===== config.mk =====
export PLATFORM = sky130hd
export DESIGN_NAME = inst_loader
export DESIGN_NICKNAME = d
export VERILOG_FILES = /design/src/rtl/inst_loader.sv
export SDC_FILE = /design/constraint.sdc
export NUM_CORES = 1
export LEC_CHECK = 0
export CAP_MARGIN = 25
export CORE_ASPECT_RATIO = 1.5
export CORE_UTILIZATION = 45
export DETAILED_ROUTE_END_ITERATION = 7
export GPL_TIMING_DRIVEN = 0
export MAX_ROUTING_LAYER = met4
export PLACE_DENSITY = 0.68
export SLEW_MARGIN = 40
export SYNTH_ARGS = -nofsm -noshare
export SYNTH_HDL_FRONTEND = slang
export SYNTH_SLANG_ARGS = --single-unit
export TNS_END_PERCENT = 50

===== constraint.sdc =====
create_clock -name clk -period 2.4 [get_ports clk]
set_input_delay 0.48 -clock clk [delete_from_list [all_inputs] [get_ports clk]]
set_output_delay 0.48 -clock clk [all_outputs]
set_load 0.01 [all_outputs]

===== src/rtl/inst_loader.sv =====
// inst_loader: receives a program as a byte stream and writes it word by word
// into instruction-memory storage, holding the processor off while loading.
//
// Stream format: 2-byte little-endian word count, then count*4 bytes, each
// word little-endian.
//
// Ports:
//   clk, rst_n   clock (rising edge), asynchronous active-low reset
//   Start        one-cycle pulse; begins a load from IDLE, DONE or ERR
//   ByteIn       stream data byte
//   ByteValid    ByteIn valid; a byte transfers when ByteValid && ByteReady
//   ByteReady    loader can accept a byte this cycle
//   MemWe        instruction-memory write enable, one pulse per word
//   MemAddr      byte address of the word being written (multiple of 4)
//   MemWdata     assembled instruction word
//   CpuHold      high while a load is in progress
//   Done         level; load completed successfully
//   Error        level; header length exceeded DEPTH_WORDS
module inst_loader #(
    parameter int unsigned DEPTH_WORDS = 4096,
    parameter int unsigned LEN_W       = 16
) (
    input  logic        clk,
    input  logic        rst_n,
    input  logic        Start,
    input  logic [7:0]  ByteIn,
    input  logic        ByteValid,
    output logic        ByteReady,
    output logic        MemWe,
    output logic [31:0] MemAddr,
    output logic [31:0] MemWdata,
    output logic        CpuHold,
    output logic        Done,
    output logic        Error
);

    typedef enum logic [2:0] {
        S_IDLE,
        S_LEN0,
        S_LEN1,
        S_DATA,
        S_WRITE,
        S_DONE,
        S_ERR
    } state_e;

    state_e             state_q, state_d;
    logic [LEN_W-1:0]   len_q, len_d;
    logic [LEN_W-1:0]   word_idx_q, word_idx_d;
    logic [1:0]         byte_cnt_q, byte_cnt_d;
    logic [23:0]        word_q, word_d;
    logic               byte_ready_q, byte_ready_d;
    logic               mem_we_q, mem_we_d;
    logic [31:0]        mem_addr_q, mem_addr_d;
    logic [31:0]        mem_wdata_q, mem_wdata_d;
    logic               cpu_hold_q, cpu_hold_d;
    logic               done_q, done_d;
    logic               error_q, error_d;

    logic               accept;
    logic [15:0]        hdr_len;
    logic [LEN_W-1:0]   idx_next;

    assign accept   = ByteValid && byte_ready_q;
    assign hdr_len  = {ByteIn, len_q[7:0]};
    assign idx_next = word_idx_q + 1'b1;

    always_comb begin
        state_d     = state_q;
        len_d       = len_q;
        word_idx_d  = word_idx_q;
        byte_cnt_d  = byte_cnt_q;
        word_d      = word_q;
        mem_addr_d  = mem_addr_q;
        mem_wdata_d = mem_wdata_q;

        case (state_q)
            S_IDLE, S_DONE, S_ERR: begin
                if (Start) begin
                    state_d    = S_LEN0;
                    word_idx_d = '0;
                    byte_cnt_d = '0;
                end
            end
            S_LEN0: begin
                if (accept) begin
                    len_d   = LEN_W'(ByteIn);
                    state_d = S_LEN1;
                end
            end
            S_LEN1: begin
                if (accept) begin
                    len_d = LEN_W'(hdr_len);
                    if (hdr_len == 16'd0) begin
                        state_d = S_DONE;
                    end else if (32'(hdr_len) > DEPTH_WORDS) begin
                        state_d = S_ERR;
                    end else begin
                        state_d = S_DATA;
                    end
                end
            end
            S_DATA: begin
                if (accept) begin
                    case (byte_cnt_q)
                        2'd0: word_d[7:0]   = ByteIn;
                        2'd1: word_d[15:8]  = ByteIn;
                        2'd2: word_d[23:16] = ByteIn;
                        default: begin
                            // Fourth byte goes straight into the write register
                            // so the word is presented during the WRITE cycle.
                            mem_wdata_d = {ByteIn, word_q};
                            mem_addr_d  = 32'(word_idx_q) << 2;
                            state_d     = S_WRITE;
                        end
                    endcase
                    byte_cnt_d = byte_cnt_q + 2'd1;
                end
            end
            S_WRITE: begin
                word_idx_d = idx_next;
                state_d    = (idx_next == len_q) ? S_DONE : S_DATA;
            end
            default: state_d = S_IDLE;
        endcase

        // Outputs are registered: they follow the state being entered.
        byte_ready_d = (state_d == S_LEN0) || (state_d == S_LEN1) || (state_d == S_DATA);
        mem_we_d     = (state_d == S_WRITE);
        cpu_hold_d   = byte_ready_d || mem_we_d;
        done_d       = (state_d == S_DONE);
        error_d      = (state_d == S_ERR);
    end

    always_ff @(posedge clk or negedge rst_n) begin
        if (!rst_n) begin
            state_q      <= S_IDLE;
            len_q        <= '0;
            word_idx_q   <= '0;
            byte_cnt_q   <= '0;
            word_q       <= '0;
            byte_ready_q <= 1'b0;
            mem_we_q     <= 1'b0;
            mem_addr_q   <= '0;
            mem_wdata_q  <= '0;
            cpu_hold_q   <= 1'b0;
            done_q       <= 1'b0;
            error_q      <= 1'b0;
        end else begin
            state_q      <= state_d;
            len_q        <= len_d;
            word_idx_q   <= word_idx_d;
            byte_cnt_q   <= byte_cnt_d;
            word_q       <= word_d;
            byte_ready_q <= byte_ready_d;
            mem_we_q     <= mem_we_d;
            mem_addr_q   <= mem_addr_d;
            mem_wdata_q  <= mem_wdata_d;
            cpu_hold_q   <= cpu_hold_d;
            done_q       <= done_d;
            error_q      <= error_d;
        end
    end

    assign ByteReady = byte_ready_q;
    assign MemWe     = mem_we_q;
    assign MemAddr   = mem_addr_q;
    assign MemWdata  = mem_wdata_q;
    assign CpuHold   = cpu_hold_q;
    assign Done      = done_q;
    assign Error     = error_q;

endmodule


# Word level (Yosys, flattened, before mapping)
# Cells that the tools add are included.
word_totals:
  out_inout_bits: 69
  regBits: 114
  elab_cells: 76
  input_bits: 12
op_classes:
  n_addsub: 2
  n_lt_le_gt_ge: 1
  n_mux: 17
  bitwise: 2
  n_reduce_logical: 20
  eq_ne: 19
op_table:
  columns: ["cell", "count"]
  rows:
  - ["$pmux 16 s2", 2]
  - ["$mux 16", 3]
  - ["$mux 3", 8]
  - ["$reduce_and 3->1", 7]
  - ["$eq 3x3->1 const B", 6]
  - ["$add 16x1->16 const B", 1]
  - ["$eq 16x16->1", 1]
  - ["$gt 16x13->1 const B", 1]
  - ["$logic_not 16->1", 1]
  - ["$pmux 3 s5", 1]
  - ["$eq 3x2->1 const B", 4]
  - ["$ne 2x2->1 const B", 4]
  - ["$eq 3x1->1 const B", 2]
  - ["$reduce_bool 2->1", 3]
  - ["$reduce_or 3->1", 2]
  - ["$mux 2", 2]
  - ["$pmux 2 s2", 1]
  - ["$logic_not 3->1", 1]
  - ["$logic_or 1x1->1", 3]
  - ["$add 2x1->2 const B", 1]
  - ["$eq 2x1->1 const B", 1]
  - ["$eq 2x2->1 const B", 1]
  - ["$logic_not 2->1", 1]
  - ["$not 1->1", 2]
  - ["2 further kinds", 2]

# Logic depth before layout (Yosys ltp)
# Gate-level depths: netlist (run 1).
logic_depth:
  ltp_word: 9
  ltp_mapped: 9
  ltp_nobuf: 7

# Least setup slack after synthesis (run 1)
# OpenSTA, ideal clock, no wires.
synth_timing:
  kind: "register -> register"
  from: "register word_idx_q[0]"
  to: "register cpu_hold_q (netlist: CpuHold)"
  arrival_ps: 2029
  slack_ps: 231
  stages_incl_launch_ff: 9
  required_time_ps: 2260
  synth_period_minus_slack_ps: 2169
  cell_sequence: "dfrtp_1 > ha_1 > and3_1 > buf_6 > and4_4 > a2111oi_2 > o221ai_2 > nor4_4 > o31ai_1"
synth_via:
  elab_chain_len: 8
synth_lines:
  columns: ["element", "line", "text"]
  rows:
  - ["start, declared", "49", "logic [LEN_W-1:0] word_idx_q, word_idx_d;"]
  - ["start signal, assigned", "152", "word_idx_q <= word_idx_d;"]
  - ["$add 16x1->16 *", "66", "assign idx_next = word_idx_q + 1'b1;"]
  - ["$eq 16x16->1 *", "122", "state_d = (idx_next == len_q) ? S_DONE : S_DATA;"]
  - ["$mux 3 *", "122", null]
  - ["$pmux 3 s5 *", "77", "case (state_q)"]
  - ["$eq 3x1->1 or $eq 3x2->1 (tied branches)", "128", "byte_ready_d = (state_d == S_LEN0) || (state_d == S_LEN1) || (state_d == S_DATA);"]
  - ["$logic_or 1x1->1 (2 in series)", "128", null]
  - ["$logic_or 1x1->1 *", "130", "cpu_hold_d = byte_ready_d || mem_we_d;"]
  - ["net cpu_hold_d", "56", "logic cpu_hold_q, cpu_hold_d;"]
  - ["end signal, assigned", "159", "cpu_hold_q <= cpu_hold_d;"]
  - ["end, declared", "56", null]
# The timed path passes the listed nets; every way through them passes the cells marked *.
# A chain may end at the register's enable or synchronous reset.

# Worst setup path in the final report (run 1)
layout_timing:
  from: "register word_idx_q[0]"
  to: "register state_q[1]"
layout_via:
  elab_chain_len: 4
layout_lines:
  columns: ["element", "line", "text"]
  rows:
  - ["$add 16x1->16", "66", null]
  - ["$eq 16x16->1", "122", null]
  - ["$mux 3", "122", null]
  - ["$pmux 3 s5", "77", null]
  - ["net state_d[1]", "47", "state_e state_q, state_d;"]
  - ["end signal, assigned", "150", "state_q <= state_d;"]
  - ["end, declared", "47", null]
# The timed path passes the listed nets, and every way through them passes these cells.

==> flow_metrics.env, run 1 <==
export IMPL_status="completed"
export IMPL_cp_max_fo=7
export IMPL_root_buffer="clkbuf_16"
export IMPL_ff2ff_path_depth=8
export IMPL_grtUsageTotal_pct=22.55
export IMPL_cp_data_arrival_time_ps=2550
export IMPL_io_buffers=64
export IMPL_fin_util_pct=60.62
export IMPL_cp_required_ps=2670
export IMPL_gp_congestion=0.9004
export IMPL_clkTransAtPathRegs_ps=50
export IMPL_r2r_start="word_idx_q[0]$_DFFE_PN0P_"
export IMPL_routed_wl_um=12940
export IMPL_multiInputGateArea_um2=2366
export IMPL_die_x_um=91.63
export IMPL_ys_warn_count=0
export IMPL_crit_path_end_kind="register"
export IMPL_worst_pin_slew_ps=611.3
export IMPL_synth_most_common_cell="nand2_1"
export IMPL_ios=81
export IMPL_initial_core_util_pct=46.54
export IMPL_fin_skew_ps=7.213
export IMPL_synthTopCellsByArea="dfrtp_1 (53%), mux2_2 (9.3%), nand2_1 (8.7%), o21ai_0 (3.2%), buf_4 (2.4%)"
export IMPL_die_area_um2=12500
export IMPL_drt_iter0_drc=176
export IMPL_hold_path_depth=2
export IMPL_dpl_hpwl_um=8998
export IMPL_die_y_um=136.4
export IMPL_hold_violations=0
export IMPL_grt_pass1_wl_um=20660
export IMPL_netlist_top_cells_count="nand2_1 (126), dfrtp_1 (114), mux2_2 (45), o21ai_0 (35), nor2_1 (19)"
export IMPL_routedWlPerCell_um=16.20
export IMPL_ant_nets=0
export IMPL_grt_pass1_vias=4103
export IMPL_first_pass_iters=4
export IMPL_seqCellArea_um2=2855
export IMPL_instances_no_fill=799
export IMPL_switching_share_pct=31.38
export IMPL_yosysUniqueCellTypes=57
export IMPL_numCtsBuffers=17
export IMPL_ys_seq_area_share_pct=52.61
export IMPL_hold_start="MemAddr[8]$_DFFE_PN0P_"
export IMPL_hold_end="MemAddr[8]$_DFFE_PN0P_"
export IMPL_setup_violations=0
export IMPL_clock_sinks=114
export IMPL_r2r_slack_ps=120
export IMPL_p_switching_uw=2473
export IMPL_synth_seq_cells=114
export IMPL_grt_max_degree=61
export IMPL_clkPwrFrac_pct=34.4
export IMPL_worstReg2RegEnd="state_q[1]$_DFF_PN0_"
export IMPL_setup_worst_path_start_class="register"
export IMPL_period_minus_slack_ps=2277
export IMPL_area_growth_pct=30.25
export IMPL_critical_path_buf_inv_count=1
export IMPL_slew_violations=0
export IMPL_synth_edf_count=0
export IMPL_h_tree_depth=4
export IMPL_comb_power_share_pct=29.2
export IMPL_async_flop_share_pct=100.0
export IMPL_fin_nets=653
export IMPL_cp_top_family="simple AND/OR/NAND/NOR gates"
export IMPL_clockBufferDepth=2
export IMPL_p_int_uw=5410
export IMPL_clk_latency_ps=410
export IMPL_rsz0062_at_grt="yes"
export IMPL_vias=4139
export IMPL_path_cells="ha_2 -> and3_1 -> buf_6 -> and4_4 -> a2111oi_2 -> o221ai_2 -> nor4_2 -> o21ai_1"
export IMPL_via_per_inst=5.180
export IMPL_fmax_mhz=439.2
export IMPL_relSlewSlack_pct=59.25
export IMPL_nFillCells=1035
export IMPL_cpPeakStageDelay_ps=450
export IMPL_synthCells=534
export IMPL_syn_cell_area_um2=5423
export IMPL_power_leakage_uw=0.003336
export IMPL_synth_area_leader_cell="dfrtp_1"
export IMPL_antenna_found_initial=0
export IMPL_crit_type="reg2reg"
export IMPL_dp_cells=764
export IMPL_cts_tree="built"
export IMPL_peakVddDrop_v=0.0008279
export IMPL_synth_top_cell_area_share_pct=52.61
export IMPL_slowest_stage="dfrtp_2"
export IMPL_pwr_share_seq_pct=36.4
export IMPL_cap_violations=0
export IMPL_synth_ff_type="dfrtp_1"
export IMPL_placementRows=48
export IMPL_min_path_type="reg2reg"
export IMPL_route_detailed_drc=0
export IMPL_diodes=0
export IMPL_postSynthAreaPerCell_um2=10.15
export IMPL_drive_gt1_share_pct=22.03
export IMPL_core_um2=11650
export IMPL_p_per_area_nw_per_um2=1116
export IMPL_grt_overflow=0
export IMPL_fin_crit_sh_pct=94.87
==> kinds of logic after synthesis <==
| kind of cell | after synthesis | share of synthesized area [%] |
|---|---|---|
| multiplexers | 47 | 9.714 |
| AND/OR/NAND/NOR | 211 | 18.34 |
| AO/OA/AOI/OAI | 77 | 8.930 |
| other | 1 | 0.06915 |
| XOR/XNOR | 19 | 3.323 |
| buffers and inverters | 59 | 5.676 |
| adder cells (fa/ha/maj) | 6 | 1.338 |
| flip-flops | 114 | 52.61 |
==> layer usage <==
metal	global-route usage, %	vias to the layer above	share of wire (%)	wire, µm
met3	6.320	27	4.4	574
li1	-	1999	-	-
met4	8.818	0	2.6	330
met1	24.46	2007	40	5135
met5	-	-	0	0
met2	39.01	106	53	6900
==> area by class of cell <==
class | count | share of cell area [%]
well taps | 150 | 2.657
clock buffers | 18 | 6.218
repair buffers | 68 | 9.885
clock inverters | 14 | 2.870
flip-flops and latches | 114 | 40.43
multi-input cells | 376 | 33.50
plain buffers | 46 | 3.756
inverters | 13 | 0.6909
==> worst min-delay path: stages, from the launching register on <==
cell     delay, ps
dfrtp_1        340
nand2_1         50
nand2_1         50
==> sequential cells by signal, indices dropped and copies added (netlist names) <==
| name | flops |
|---|---|
| word_q | 24 |
| byte_cnt_q | 2 |
| state_q | 3 |
| CpuHold | 1 |
| MemAddr | 16 |
| MemWe | 1 |
| len_q | 16 |
| MemWdata | 32 |
| ByteReady | 1 |
| Error | 1 |
| Done | 1 |
| word_idx_q | 16 |
==> power by group through the flow <==
stage / clock (µW) / sequential (µW) / combinational (µW)
finish: 2710 / 2870 / 2300
global route: 2820 / 2940 / 2540
CTS: 2740 / 2870 / 2280
detailed placement: 0 / 2890 / 2240
global placement: 0 / 2860 / 2180
floorplan: 0 / 2920 / 1310
==> how the worst max path moves through the flow <==
stage                                    startpoint               endpoint  slack [ps]  depth (start not counted)
after CTS                 word_idx_q[0]$_DFFE_PN0P_      CpuHold$_DFF_PN0_          40                          8
after global placement                        rst_n  word_q[8]$_DFFE_PN0P_       -3430                          1
final                     word_idx_q[0]$_DFFE_PN0P_   state_q[1]$_DFF_PN0_         120                          8
after global routing      word_idx_q[1]$_DFFE_PN0P_      CpuHold$_DFF_PN0_         -20                          8
after detailed placement                  ByteValid      CpuHold$_DFF_PN0_        -470                          7
after floorplan           word_idx_q[0]$_DFFE_PN0P_      CpuHold$_DFF_PN0_         230                          8
==> layout by cell type, fill, tap and decap left out, types with 13 or more instances in the layout <==
cell	instances
o21ai_0	35
nor2_1	19
mux2_2	45
clkdlybuf4s50_1	63
clkbuf_16	17
buf_4	19
buf_2	13
xnor2_1	14
conb_1	16
dfrtp_1	112
nand2_1	126
==> timing repair <==
action	4_1_cts	5_1_grt
hold buffers	1	0
gates resized for setup	5	15
pin swaps	1	2
buffers inserted	0	2
hold endpoints to repair	26	0
setup endpoints to repair	14	38
==> metrics by stage <==
step	power [µW]	setup WS [ps]	setup TNS, ps	cell area [µm²]	hold WS [ps]
finish	7883	123.2	0	7063	468.8
global route	8301	-16.22	-16.22	7063	490.8
CTS	7894	37.64	0	7014	475.7
global placement	5048	-3435	-404410	6307	457.4
floorplan	4227	230.9	0	5479	184.4
detailed placement	5137	-473.3	-16100	6345	432.1
Power figures use the tool's default switching activity.
==> run 2: changes to the inputs <==
Settings changed: ABC_AREA from default to 1.
Clock period 2.4 ns to 2.1 ns, I/O delays scaled along.
==> flow_metrics.env, run 2 <==
export IMPL_clk_latency_ps=410
export IMPL_drive_gt1_share_pct=14.86
export IMPL_routed_wl_um=14180
export IMPL_setup_violations=0
export IMPL_clockBufferDepth=2
export IMPL_hold_start="MemWdata[23]$_DFFE_PN0P_"
export IMPL_yosysUniqueCellTypes=31
export IMPL_grt_pass1_wl_um=22800
export IMPL_cp_data_arrival_time_ps=2370
export IMPL_final_cell_mix="nand2_1 (225), dfrtp_1 (111), inv_1 (64)"
export IMPL_peakVddDrop_v=0.0007143
export IMPL_ant_nets=0
export IMPL_cp_max_fo=7
export IMPL_drt_iter0_drc=267
export IMPL_numCtsBuffers=17
export IMPL_grt_max_degree=75
export IMPL_diodes=0
export IMPL_antenna_found_initial=0
export IMPL_nFillCells=1065
export IMPL_synth_seq_cells=114
export IMPL_power_leakage_uw=0.003591
export IMPL_hold_end="MemWdata[23]$_DFFE_PN0P_"
export IMPL_r2r_start="word_idx_q[0]$_DFFE_PN0P_"
export IMPL_initial_core_util_pct=45.98
export IMPL_ff2ff_path_depth=14
export IMPL_crit_type="reg2reg"
export IMPL_fin_skew_ps=7.692
export IMPL_gp_congestion=0.8964
export IMPL_route_detailed_drc=0
export IMPL_slew_violations=0
export IMPL_h_tree_depth=4
export IMPL_p_per_area_nw_per_um2=1103
export IMPL_clkTransAtPathRegs_ps=60
export IMPL_grtUsageTotal_pct=24.39
export IMPL_hold_slack_ps=471.3
export IMPL_fmax_mhz=476.5
export IMPL_hold_path_depth=2
export IMPL_netlist_top_cells_count="nand2_1 (232), dfrtp_1 (114), inv_1 (64), o21ai_0 (64), nand3_1 (59)"
export IMPL_synth_area_leader_cell="dfrtp_1"
export IMPL_synthCells=672
export IMPL_final_common_cell="nand2_1"
export IMPL_via_per_inst=5.093
export IMPL_ys_warn_count=0
export IMPL_io_buffers=64
export IMPL_routedWlPerCell_um=14.97
export IMPL_clock_sinks=114
export IMPL_fin_crit_sh_pct=99.93
export IMPL_fin_util_pct=60.62
export IMPL_die_y_um=137.0
export IMPL_relSlewSlack_pct=61.12
export IMPL_r2r_slack_ps=1
export IMPL_synthTopCellsByArea="dfrtp_1 (52%), nand2_1 (16%), o21ai_0 (5.9%), nand3_1 (5.4%), inv_1 (4.4%)"
export IMPL_first_pass_iters=6
export IMPL_ys_seq_area_share_pct=52.16
export IMPL_syn_cell_area_um2=5469
export IMPL_async_flop_share_pct=100.0
export IMPL_cp_required_ps=2370
export IMPL_worstReg2RegEnd="CpuHold$_DFF_PN0_"
export IMPL_grt_pass1_vias=4734
export IMPL_setup_worst_path_start_class="register"
export IMPL_status="completed"
export IMPL_cap_violations=0
export IMPL_worst_pin_slew_ps=583.2
export IMPL_synth_ff_type="dfrtp_1"
export IMPL_hold_violations=0
export IMPL_placementRows=49
export IMPL_die_x_um=92.01
export IMPL_postSynthAreaPerCell_um2=8.138
export IMPL_synth_most_common_cell="nand2_1"
export IMPL_die_area_um2=12610
export IMPL_cts_tree="built"
export IMPL_largest_reg_flops=32
export IMPL_dpl_hpwl_um=10410
export IMPL_period_minus_slack_ps=2099
export IMPL_synth_edf_count=0
export IMPL_postLayoutCellArea_um2=7211
export IMPL_ios=81
export IMPL_min_path_type="reg2reg"
export IMPL_vias=4823
export IMPL_rsz0062_at_grt="yes"
export IMPL_core_um2=11890
export IMPL_crit_path_end_kind="register"
export IMPL_grt_overflow=0
export IMPL_area_growth_pct=31.85
export IMPL_root_buffer="clkbuf_16"
export IMPL_synth_top_cell_area_share_pct=52.16
export IMPL_placed_area_um2=6390
export IMPL_fin_nets=798
-- run 2: cell types whose count changed after synthesis, moves of 10 or more --
cell / change
mux2_2: -45
nand3_1: +46
xnor2_1: -14
inv_1: +53
nor2_1: +10
o21ai_0: +29
nand2_1: +106
-- run 2: area by class of cell --
type	instances	area, µm²	share of cell area [%]
buffer	33	200.2	2.776
clock buffer	18	429.2	5.952
clock inverter	14	205.2	2.846
inverter	71	266.5	3.696
multi-input combinational	469	2291	31.77
sequential	114	2856	39.61
tap	153	191.4	2.655
timing repair buffer	75	770.7	10.69
-- run 2: kinds of logic after synthesis --
| logic type | after synthesis | synth area share, % |
|---|---|---|
| compound gates | 90 | 9.014 |
| fa+ha+maj | 5 | 1.144 |
| buf+inv | 104 | 8.488 |
| flops | 114 | 52.16 |
| other cells | 1 | 0.06857 |
| simple gates | 358 | 29.12 |
-- run 2: routing by layer --
layer | GRT usage (%) | wire (µm) | share of wire, % | vias to the layer above
met5 | - | 0 | 0 | -
met4 | 11.98 | 488 | 3.4 | 0
met3 | 4.333 | 455 | 3.2 | 30
met2 | 43.57 | 7724 | 54 | 137
met1 | 25.88 | 5507 | 39 | 2307
li1 | - | - | - | 2349
-- run 2: how the worst max path moves through the flow --
stage	start	endpoint	slack (ps)
2_1_floorplan	word_idx_q[1]$_DFFE_PN0P_	CpuHold$_DFF_PN0_	330
3_3_place_gp	rst_n	MemWdata[17]$_DFFE_PN0P_	-3730
3_5_place_dp	ByteValid	MemWdata[24]$_DFFE_PN0P_	-300
4_1_cts	word_idx_q[0]$_DFFE_PN0P_	CpuHold$_DFF_PN0_	-10
5_1_grt	word_idx_q[8]$_DFFE_PN0P_	CpuHold$_DFF_PN0_	-150
6_report	word_idx_q[0]$_DFFE_PN0P_	CpuHold$_DFF_PN0_	1
-- run 2: critical path, stage by stage, from the launching register on --
cell and delay (ps):
dfrtp_2 410, ha_4 170, nand2_4 60, nor2_4 230
nand4_1 250, nand3_2 180, nand2_1 60, inv_1 50
nand3_1 70, nor2_1 110, nand3_1 110, nand2_2 110
inv_2 60, nand2_2 60, nand2_1 50
-- run 2: report_power, final --
| group | switching, µW | internal (µW) | total (µW) |
|---|---|---|---|
| clock network | 1060 | 2000 | 3060 |
| registers | 330 | 2650 | 2980 |
| logic | 1180 | 731 | 1920 |
-- run 2: through the flow --
| step | setup WS (ps) | total power [µW] | setup TNS [ps] | instances |
|---|---|---|---|---|
| floorplan | 331.9 | 4191 | 0 | 687 |
| global placement | -3726 | 4781 | -431200 | 904 |
| detailed placement | -304.6 | 4844 | -8455 | 905 |
| CTS | -14.26 | 7963 | -14.26 | 943 |
| global route | -152.4 | 8375 | -440.5 | 947 |
| finish | 1.441 | 7951 | 0 | 947 |
-- run 2: timing repair --
action	CTS	global route
endpoints found under the setup margin	5	21
setup buffers	5	4
gates resized for setup	11	20
hold buffers	1	0
pin swaps	8	15
endpoints found under the hold margin	40	0
==> run 3: changes to the inputs <==
Settings changed: CTS_CLUSTER_SIZE from default to 8.
==> results of run 3 <==
No change in the layout: final DEF, timing and power equal those of run 2.
